$ cat src/rtl/load_return_align.sv
// ----------------------------------------------------------------------------
// load_return_align
//
// Load-return stage at the MEM->WB boundary. Captures a load's opcode, byte
// offset and destination register when the load leaves MEM, takes the data
// SRAM read word one cycle later, extracts the addressed byte/halfword with
// sign or zero extension, and drives the register-file write port. The SRAM
// word is held across pipeline stalls, and loads killed by flushes are
// dropped. The stage also raises the load-use hazard stall toward ID.
//
// Ports
//   clk, rst        pipeline clock, asynchronous active-high reset
//   stall           pipeline hold; MEM/WB state must not advance
//   flush           exception flush; discards any pending load
//   req_valid       MEM stage holds a load this cycle
//   LSOp_mem[2:0]   LB/LBU/LH/LHU/LW = 000..100; 101..111 are stores
//   addr_lo[1:0]    low address bits of the MEM-stage access
//   rw_mem[4:0]     load destination register
//   Exc_mem         MEM-stage exception; blocks acceptance
//   data_rdata[31:0] SRAM read word, valid the cycle after the address
//   LSOp_ex[2:0]    EX-stage opcode (not needed by the hazard check)
//   isLoad_ex       EX stage holds a load
//   rw_ex[4:0]      EX-stage destination
//   rs_id, rt_id    ID-stage source registers
//   wb_we           register-file write enable
//   wb_rw[4:0]      register-file write address
//   wb_data[31:0]   aligned, extended load data (0 when wb_we=0)
//   busy            a load is pending or held
//   ld_stall        load-use hazard; ID/IF must hold
// ----------------------------------------------------------------------------
module load_return_align (
   input  logic        clk,
   input  logic        rst,
   input  logic        stall,
   input  logic        flush,
   input  logic        req_valid,
   input  logic [2:0]  LSOp_mem,
   input  logic [1:0]  addr_lo,
   input  logic [4:0]  rw_mem,
   input  logic        Exc_mem,
   input  logic [31:0] data_rdata,
   input  logic [2:0]  LSOp_ex,
   input  logic        isLoad_ex,
   input  logic [4:0]  rw_ex,
   input  logic [4:0]  rs_id,
   input  logic [4:0]  rt_id,
   output logic        wb_we,
   output logic [4:0]  wb_rw,
   output logic [31:0] wb_data,
   output logic        busy,
   output logic        ld_stall
);

   typedef enum logic [1:0] {
      ST_IDLE = 2'b00,  // no load in flight
      ST_PEND = 2'b01,  // SRAM word is on data_rdata this cycle
      ST_HELD = 2'b10   // SRAM word captured in hold_q
   } state_e;

   localparam logic [2:0] OP_LB  = 3'b000;
   localparam logic [2:0] OP_LBU = 3'b001;
   localparam logic [2:0] OP_LH  = 3'b010;
   localparam logic [2:0] OP_LHU = 3'b011;
   localparam logic [2:0] OP_LW  = 3'b100;

   state_e      state_q, state_d;
   logic [2:0]  op_q,   op_d;
   logic [1:0]  addr_q, addr_d;
   logic [4:0]  rw_q,   rw_d;
   logic [31:0] hold_q, hold_d;

   logic        accept;
   logic        retire;
   logic [31:0] src_word;
   logic [7:0]  sel_byte;
   logic [15:0] sel_half;
   logic [31:0] aligned;

   // Opcodes above LW are stores and must never enter the return path.
   assign accept = req_valid & ~stall & ~flush & ~Exc_mem & (LSOp_mem <= OP_LW);
   assign retire = (state_q != ST_IDLE) & ~stall & ~flush;

   // -------------------------------------------------------------------------
   // State register
   // -------------------------------------------------------------------------
   // NOTE: sequential state uses non-blocking assignments so every register
   // samples the pre-edge values of the others, independent of block order.
   always_ff @(posedge clk or posedge rst) begin
      if (rst) begin
         state_q <= ST_IDLE;
      end else begin
         state_q <= state_d;
      end
   end

   // -------------------------------------------------------------------------
   // Next-state logic
   // -------------------------------------------------------------------------
   // NOTE: state_d gets a default before the case so no path leaves it
   // unassigned; otherwise synthesis would infer a latch.
   always_comb begin
      state_d = state_q;
      if (flush) begin
         // Flush beats both a retiring load and a new accept.
         state_d = ST_IDLE;
      end else begin
         unique case (state_q)
            ST_IDLE: state_d = accept ? ST_PEND : ST_IDLE;
            ST_PEND: begin
               if (stall)       state_d = ST_HELD;
               else if (accept) state_d = ST_PEND;
               else             state_d = ST_IDLE;
            end
            ST_HELD: begin
               if (stall)       state_d = ST_HELD;
               else if (accept) state_d = ST_PEND;
               else             state_d = ST_IDLE;
            end
            default: state_d = ST_IDLE;
         endcase
      end
   end

   // -------------------------------------------------------------------------
   // Captured load fields and stall hold register
   // -------------------------------------------------------------------------
   always_comb begin
      op_d   = op_q;
      addr_d = addr_q;
      rw_d   = rw_q;
      hold_d = hold_q;
      // accept already excludes stall, so the fields freeze while held.
      if (accept) begin
         op_d   = LSOp_mem;
         addr_d = addr_lo;
         rw_d   = rw_mem;
      end
      // The SRAM only drives the word for one cycle; keep it if WB cannot
      // take it yet.
      if ((state_q == ST_PEND) && stall && !flush) begin
         hold_d = data_rdata;
      end
   end

   always_ff @(posedge clk or posedge rst) begin
      if (rst) begin
         op_q   <= 3'b000;
         addr_q <= 2'b00;
         rw_q   <= 5'd0;
         hold_q <= 32'd0;
      end else begin
         op_q   <= op_d;
         addr_q <= addr_d;
         rw_q   <= rw_d;
         hold_q <= hold_d;
      end
   end

   // -------------------------------------------------------------------------
   // Outputs: alignment and write-back port
   // -------------------------------------------------------------------------
   always_comb begin
      src_word = (state_q == ST_HELD) ? hold_q : data_rdata;

      unique case (addr_q)
         2'd0:    sel_byte = src_word[7:0];
         2'd1:    sel_byte = src_word[15:8];
         2'd2:    sel_byte = src_word[23:16];
         default: sel_byte = src_word[31:24];
      endcase

      // addr_q[0] is ignored for halfwords; misalignment traps upstream.
      sel_half = addr_q[1] ? src_word[31:16] : src_word[15:0];

      case (op_q)
         OP_LB:   aligned = {{24{sel_byte[7]}}, sel_byte};
         OP_LBU:  aligned = {24'd0, sel_byte};
         OP_LH:   aligned = {{16{sel_half[15]}}, sel_half};
         OP_LHU:  aligned = {16'd0, sel_half};
         default: aligned = src_word;
      endcase

      wb_we   = retire;
      wb_rw   = retire ? rw_q : 5'd0;
      wb_data = retire ? aligned : 32'd0;
      busy    = (state_q != ST_IDLE);
   end

   // Load-use hazard: purely combinational, independent of the return FSM.
   assign ld_stall = isLoad_ex & (rw_ex != 5'd0) & ((rw_ex == rs_id) | (rw_ex == rt_id));

   // The EX opcode is part of the pipeline bundle but isLoad_ex already
   // identifies loads, so it does not contribute to any logic here.
   logic unused_lsop_ex;
   assign unused_lsop_ex = ^LSOp_ex;

endmodule
$ cat config.mk
export PLATFORM = sky130hd
export DESIGN_NAME = load_return_align
export DESIGN_NICKNAME = d
export VERILOG_FILES = /design/src/rtl/load_return_align.sv
export SDC_FILE = /design/constraint.sdc
export NUM_CORES = 1
export LEC_CHECK = 0
export ABC_CLOCK_PERIOD_IN_PS = 2600
export CAP_MARGIN = 0
export CORE_MARGIN = 2
export CORE_UTILIZATION = 43
export CTS_BUF_LIST = sky130_fd_sc_hd__clkbuf_8
export DETAILED_ROUTE_END_ITERATION = 10
export PLACE_DENSITY = 0.8
export SYNTH_ARGS = -nofsm -noshare
export SYNTH_HDL_FRONTEND = slang
export SYNTH_SLANG_ARGS = --single-unit
$ cat constraint.sdc
create_clock -name clk -period 2.6 [get_ports clk]
set_clock_uncertainty 0.15 [all_clocks]
set_input_delay 0.52 -clock clk [delete_from_list [all_inputs] [get_ports clk]]
set_output_delay 0.52 -clock clk [all_outputs]
set_load 0.01 [all_outputs]
==> key figures, run 1 <==
Status
  • Status: complete, but fails checks
  • Failing checks: negative setup slack

Power and ir drop
  • Leak: about 0.0026 µW
  • Cell Pwr Density: between 400 and 500 nW/µm²
  • Internal power: roughly 1500 µW
  • Worst VDD drop: ~0.46 mV
  • Part of the power in combinational logic: approximately two fifths
  • Switching Share: ~33%
  • Clock share of power: about a quarter
  • Switching power: approximately 750 µW
  • Tot Pwr: approximately 2300 µW
  • Seq pwr share: 36.7%

Synth
  • Main synth FF type: dfrtp_1
  • Post-Syn Nets: about 350
  • Distinct cell type count after synthesis: 47
  • Top-count cell post-synth: dfrtp_1
  • EDFF count, synth: 0
  • Top cell type's share of synthesized area: between 30 and 40%
  • Synthesized flop and latch total: 44
  • Cell Area, Synth: roughly 3100 µm²
  • Post-synth top area cell: dfrtp_1
  • Post-synth top cells: dfrtp_1 (44), mux2_2 (42), mux2i_1 (27), a21oi_1 (14)
  • Top cells by area, synth: dfrtp_1 (36%), mux2_2 (15%), mux2i_1 (8.7%)
  • Average instance area after synthesis: around 11 µm²
  • Share of async-settable or async-resettable flops after synthesis: 100%
  • Synth warn: 0
  • Sequential fraction of the synthesis area: 35.5%
  • Cells after Synth: between 200 and 300

Die
  • Vert. Die Dim: slightly below 90 µm
  • Initial cell density of the core: ~45%
  • Die Wd: 88.9 µm
  • # IOs: 107
  • Die ar.: approximately 7900 µm²
  • Rows: 30
  • Core ar.: between 6000 and 7000 µm²

STA
  • Final setup fails: 34
  • Hold Vio Cnt, Final: 0
  • Final WS setup: -0.550 ns
  • Final hold slack: 0.357 ns
  • RSZ-0062 raised after global routing: true
  • Min Tclk post-route: between 3 and 4 ns
  • Tcrit/Tclk final: 121%
  • Max Fclk: between 300 and 400 MHz
  • Final TNS setup: -14.01 ns
  • Slew HR: about three fifths
  • Max-slew violations: 0
  • Worst slew pin tran: about 0.58 ns

Clock network
  • CTS tree: done
  • CTS Sinks: 44
  • H-Tree Depth: 2
  • CTS clock-pin slew for the worst setup and hold paths: about 0.080 ns
  • Max clock buf depth: 2
  • CTS Buf Count: 5
  • Root Driver: clkbuf_8
  • Clk Latency, worst-skew pair: 0.30 ns
  • CTS Hold Bufs: 0

Route
  • Average routed wire per standard cell: between 20 and 25 µm
  • Post-Route WL: about 12,000 µm
  • First-iteration detailed-routing DRC count: approximately 220
  • Antenna viol nets, final: 0
  • Vias/cell: about 5.8
  • DRC Markers: 0
  • First drt pass iteration count: 5
  • Vias: 3,294

GRT
  • Largest net degree at the start of global routing: 33
  • Initial antenna violation count: 0
  • Grt ovf: 0
  • Gr usage total: between 20% and 30%
  • Global-route wire length before repair: between 15,000 and 20,000 µm
  • Number of global-route vias before repair: about 3,400

Worst setup path
  • Crit end category: primary output
  • Worst-path maximum fanout: 7
  • FF-to-FF setup slack: ~0.16 ns
  • Critical path data required time: 1.93 ns
  • Crit Path Class: reg2out
  • Crit path launch type: flip-flop
  • Worst EP arrival: ~2.5 ns

Flow run
  • Max-cap violation count: 0

Worst hold path
  • Min-Delay Path Class: reg2reg

Place
  • Port Buf Inserts: 103
  • DP Wirelength: ~7000 µm
  • DP Worst Slack: -0.896 ns
  • Post-DP Area: approximately 4600 µm²
  • Gpl congestion: 0.860

Finish
  • Share of cells above drive strength 1: 54.2%
  • Nets@finish: around 550
  • Area Growth Syn to Fin: 75.6%
  • N_diodes: 0
  • Design area: about 5400 µm²
## sequential cells by signal, summed over array words and instances, names as in the netlist
name / count
hold_q: 32
rw_q: 5
op_q: 3
addr_q: 2
state_q: 2
## layer usage
metal  share of wire [%]  GRT usage, %
met1                  36          31.0
met2                  51          49.6
met3                 8.7          5.63
met4                 4.5          12.4
met5                   0             0
## cells by family after synthesis
logic type	synth area share [%]
adder cells (fa/ha/maj)	1.61
flip-flops	35.5
AND/OR/NAND/NOR	8.03
XOR/XNOR	2.83
multiplexers	29.8
buffers and inverters	4.56
AO/OA/AOI/OAI	17.6
## repair_timing
action / CTS / global route
setup buffers: 34 / 22
pin swaps: 12 / 26
cloned: 0 / 3
endpoints found under the setup margin: 39 / 70
gates resized for setup: 212 / 66
## worst paths after layout
path                             from           to  cells past startpoint
max                        state_q[1]  wb_data[25]                      9
min                           rw_q[3]      rw_q[3]                      1
max reg2reg                state_q[1]   hold_q[24]                     12
min reg2reg                   rw_q[3]      rw_q[3]                      1
max in group asynchronous         rst    addr_q[1]                      3
min in group asynchronous         rst   hold_q[23]                      2
## placed cells by master, fill, tap and decap left out, types with 4 or more instances in the layout
cell             netlist  final
buf_4                  2     72
clkdlybuf4s50_1        0     58
dfrtp_1               44     42
buf_2                  8     34
buf_6                  1     29
mux2_2                42     25
mux2i_1               27     23
mux2_4                 0     17
a22oi_2                9     16
a21oi_1               14     13
mux4_2                 8      8
a21o_1                 7      7
o21a_1                 7      7
inv_1                  9      6
nor2_1                 9      6
nor2b_1                7      6
xor2_1                 6      6
a211oi_1               6      5
clkbuf_8               0      5
dlygate4sd2_1          0      5
buf_12                 0      5
inv_2                  1      4
xnor2_1                4      4
## critical path, cell delays in order (launching register included)
cell	delay, ns
dfrtp_2	0.43
inv_2	0.07
ha_4	0.16
or3_4	0.39
a311o_1	0.31
o21a_4	0.23
buf_8	0.15
buf_6	0.12
a22oi_2	0.16
buf_2	0.16
## power by group through the flow
stage	logic [µW]	registers (µW)	clock network, µW
floorplan	406	817	0
global placement	686	826	0
detailed placement	710	834	0
CTS	791	823	528
global route	958	840	554
finish	907	832	529
## area by class of cell
type / instances / area [µm²]
Fill cell: 435 / 1430
Tap cell: 96 / 120
Sequential cell: 44 / 1100
Timing Repair Buffer: 209 / 1860
Clock inverter: 3 / 38.8
Inverter: 10 / 40.0
Clock buffer: 5 / 68.8
Multi-Input combinational cell: 205 / 2210
## through the flow
step	std cells	util, %
global route	572	79.2
detailed placement	515	67.3
global placement	515	67.3
floorplan	280	-
finish	572	79.2
CTS	557	73.5
No activity file was read; power rests on OpenSTA's default activity.
==> run 2: changes to the inputs <==
- CTS_CLUSTER_DIAMETER: not set -> 80
- RECOVER_POWER: not set -> 25
==> run 2 against run 1 <==
The run still ends with negative setup slack left; largest power group unchanged; highest routed layer unchanged; clock power about the same; total power about the same; sequential cell count unchanged; die area unchanged.
==> key figures, run 2 (synthesized netlist as in run 1, its figures left out) <==
Status
  • Status: complete, but fails checks
  • Failing checks: negative setup slack

Finish
  • Top Registers: hold_q x32, rw_q x5, op_q x3
  • Commonest cells after routing, fill and taps aside: buf_4 (71), clkdlybuf4s50_1 (57), dfrtp_1 (42)
  • Fill cell instance count of the final layout: 437
  • Area Growth Syn to Fin: 75.5%
  • Nets@finish: roughly 550
  • Design area: 5440 µm²
  • Commonest non-fill, non-tap cell in the layout: buf_4
  • Share of cells above drive strength 1: 53.8%
  • N_diodes: 0
  • Largest Register: hold_q
  • Largest register FFs: 32
  • Final Util: about four fifths

STA
  • RSZ-0062 raised after global routing: true
  • Tcrit/Tclk final: 122%
  • Hold Vio Cnt, Final: 0
  • Slew HR: between 40 and 50%
  • Final WS setup: -0.561 ns
  • Final setup fails: 34
  • Max Fclk: about 320 MHz
  • Max-slew violations: 0
  • Min Tclk post-route: 3.16 ns
  • Worst slew pin tran: between 0.8 and 0.9 ns

Clock network
  • Clk Latency, worst-skew pair: approximately 0.30 ns
  • Root Driver: clkbuf_8
  • CTS Buf Count: 5
  • CTS Hold Bufs: 0
  • CTS tree: done
  • CTS clock-pin slew for the worst setup and hold paths: approximately 0.08 ns
  • H-Tree Depth: 2
  • CTS Sinks: between 40 and 50
  • Max clock buf depth: 2

Power and ir drop
  • Seq pwr share: 36.7%
  • Clock share of power: a little under a quarter
  • Part of the power in combinational logic: ~40%
  • Leak: between 0.002 and 0.003 µW
  • Switching Share: between 30% and 40%
  • Cell Pwr Density: 417 nW/µm²
  • Internal power: roughly 1500 µW
  • Switching power: roughly 750 µW
  • Worst VDD drop: 0.465 mV

GRT
  • Initial antenna violation count: 0
  • Global-route wire length before repair: 16,500 µm
  • Gr usage total: 27.4%
  • Largest net degree at the start of global routing: 33
  • Grt ovf: 0
  • Number of global-route vias before repair: 3,387

Place
  • Gpl congestion: roughly 0.86
  • DP Wirelength: 6860 µm
  • Port Buf Inserts: about 100
  • Post-DP Area: between 4000 and 5000 µm²

Route
  • Vias/cell: 5.71
  • First drt pass iteration count: 4
  • First-iteration detailed-routing DRC count: 200
  • DRC Markers: 0
  • Antenna viol nets, final: 0
  • Average routed wire per standard cell: roughly 21 µm
  • Post-Route WL: between 10,000 and 15,000 µm
  • Vias: roughly 3,300

Worst setup path
  • Max incr delay on CP: approximately 0.43 ns
  • R2r endpoint: hold_q[24]
  • Worst EP arrival: 2.49 ns
  • Register-to-Register Path Depth: 12
  • Crit path cell chain: inv_2 -> ha_4 -> or3_4 -> a311o_1 -> o21a_4 -> buf_8 -> buf_6 -> a22oi_2 -> buf_2
  • Worst-path maximum fanout: 7
  • Crit-path slowest cell: dfrtp_2
  • Crit path from: state_q[1]
  • WP depth: 9
  • Top delay family on crit path: compound AO/OA/AOI/OAI gates
  • CP Capture Point: wb_data[25]
  • FF-to-FF setup slack: ~0.16 ns
  • Crit path launch type: flip-flop
  • Worst Path Buf+Inv: 4
  • Crit Path Class: reg2out
  • Crit end category: primary output
  • Critical path data required time: about 1.9 ns
  • FF-to-FF Start: state_q[1]

Die
  • # IOs: about 110
  • Initial cell density of the core: between 40% and 50%
  • Core ar.: a little under 7000 µm²
  • Die Wd: 88.9 µm
  • Rows: 30
  • Die ar.: ~8000 µm²
  • Vert. Die Dim: between 80 and 90 µm

Flow run
  • Max-cap violation count: 0

Worst hold path
  • Min-Delay Path Class: reg2reg
## run 2: worst register-to-register path, cell delays in order, from the launching register on
cell	delay (ns)
dfrtp_2	0.43
inv_2	0.08
buf_4	0.13
buf_4	0.12
buf_4	0.12
buf_4	0.12
buf_4	0.12
buf_4	0.13
ha_4	0.14
nand3b_1	0.13
buf_6	0.15
clkbuf_16	0.18
mux2_4	0.31
## run 2: worst min-delay path by stage
stage,slack [ns],cells past startpoint,to,start
floorplan,0.32,1,rw_q[0],rw_q[0]
global placement,0.33,1,rw_q[1],rw_q[1]
detailed placement,0.34,1,rw_q[1],rw_q[1]
CTS,0.36,1,rw_q[1],rw_q[1]
global route,0.38,1,rw_q[3],rw_q[3]
finish,0.36,1,rw_q[3],rw_q[3]
## run 2: routing by layer
layer  GRT usage (%)  up-vias  wire length, µm
li1                -     1441                -
met3            5.63       44             1040
met4            12.4        0              529
met2            49.6      176             6140
met5               0        -                0
met1            31.0     1604             4340
## run 2: layout make-up
| cell class | count | area, µm² | share of cell area [%] |
|---|---|---|---|
| clock buffers | 5 | 68.8 | 1.27 |
| clock inverters | 3 | 38.8 | 0.713 |
| inverters | 10 | 40.0 | 0.736 |
| multi-input cells | 205 | 2210 | 40.6 |
| flip-flops and latches | 44 | 1100 | 20.3 |
| well taps | 96 | 120 | 2.21 |
| repair buffers | 209 | 1860 | 34.2 |
## run 2: power by group through the flow
| stage | registers, µW | clock network [µW] | logic [µW] |
|---|---|---|---|
| floorplan | 817 | 0 | 406 |
| global route | 840 | 554 | 957 |
| global placement | 826 | 0 | 686 |
| detailed placement | 834 | 0 | 710 |
| finish | 832 | 531 | 906 |
| CTS | 823 | 528 | 791 |
## run 2: through the flow
stage / TNS [ns] / total power (µW) / hold slack (ns) / instances / setup WS, ns
floorplan: -0.0320 / 1220 / 0.321 / 280 / -0.0211
global placement: -25.07 / 1510 / 0.331 / 515 / -0.879
detailed placement: -26.49 / 1540 / 0.337 / 515 / -0.896
CTS: -25.92 / 2140 / 0.356 / 557 / -0.526
global route: -15.79 / 2350 / 0.377 / 572 / -0.576
finish: -14.17 / 2270 / 0.361 / 572 / -0.561
## run 2: repair_timing
item | 4_1_cts | 5_1_grt
cloned | 0 | 3
buffers inserted | 34 | 22
gates resized for setup | 212 | 66
endpoints found under the setup margin | 39 | 70
pin swaps | 12 | 26
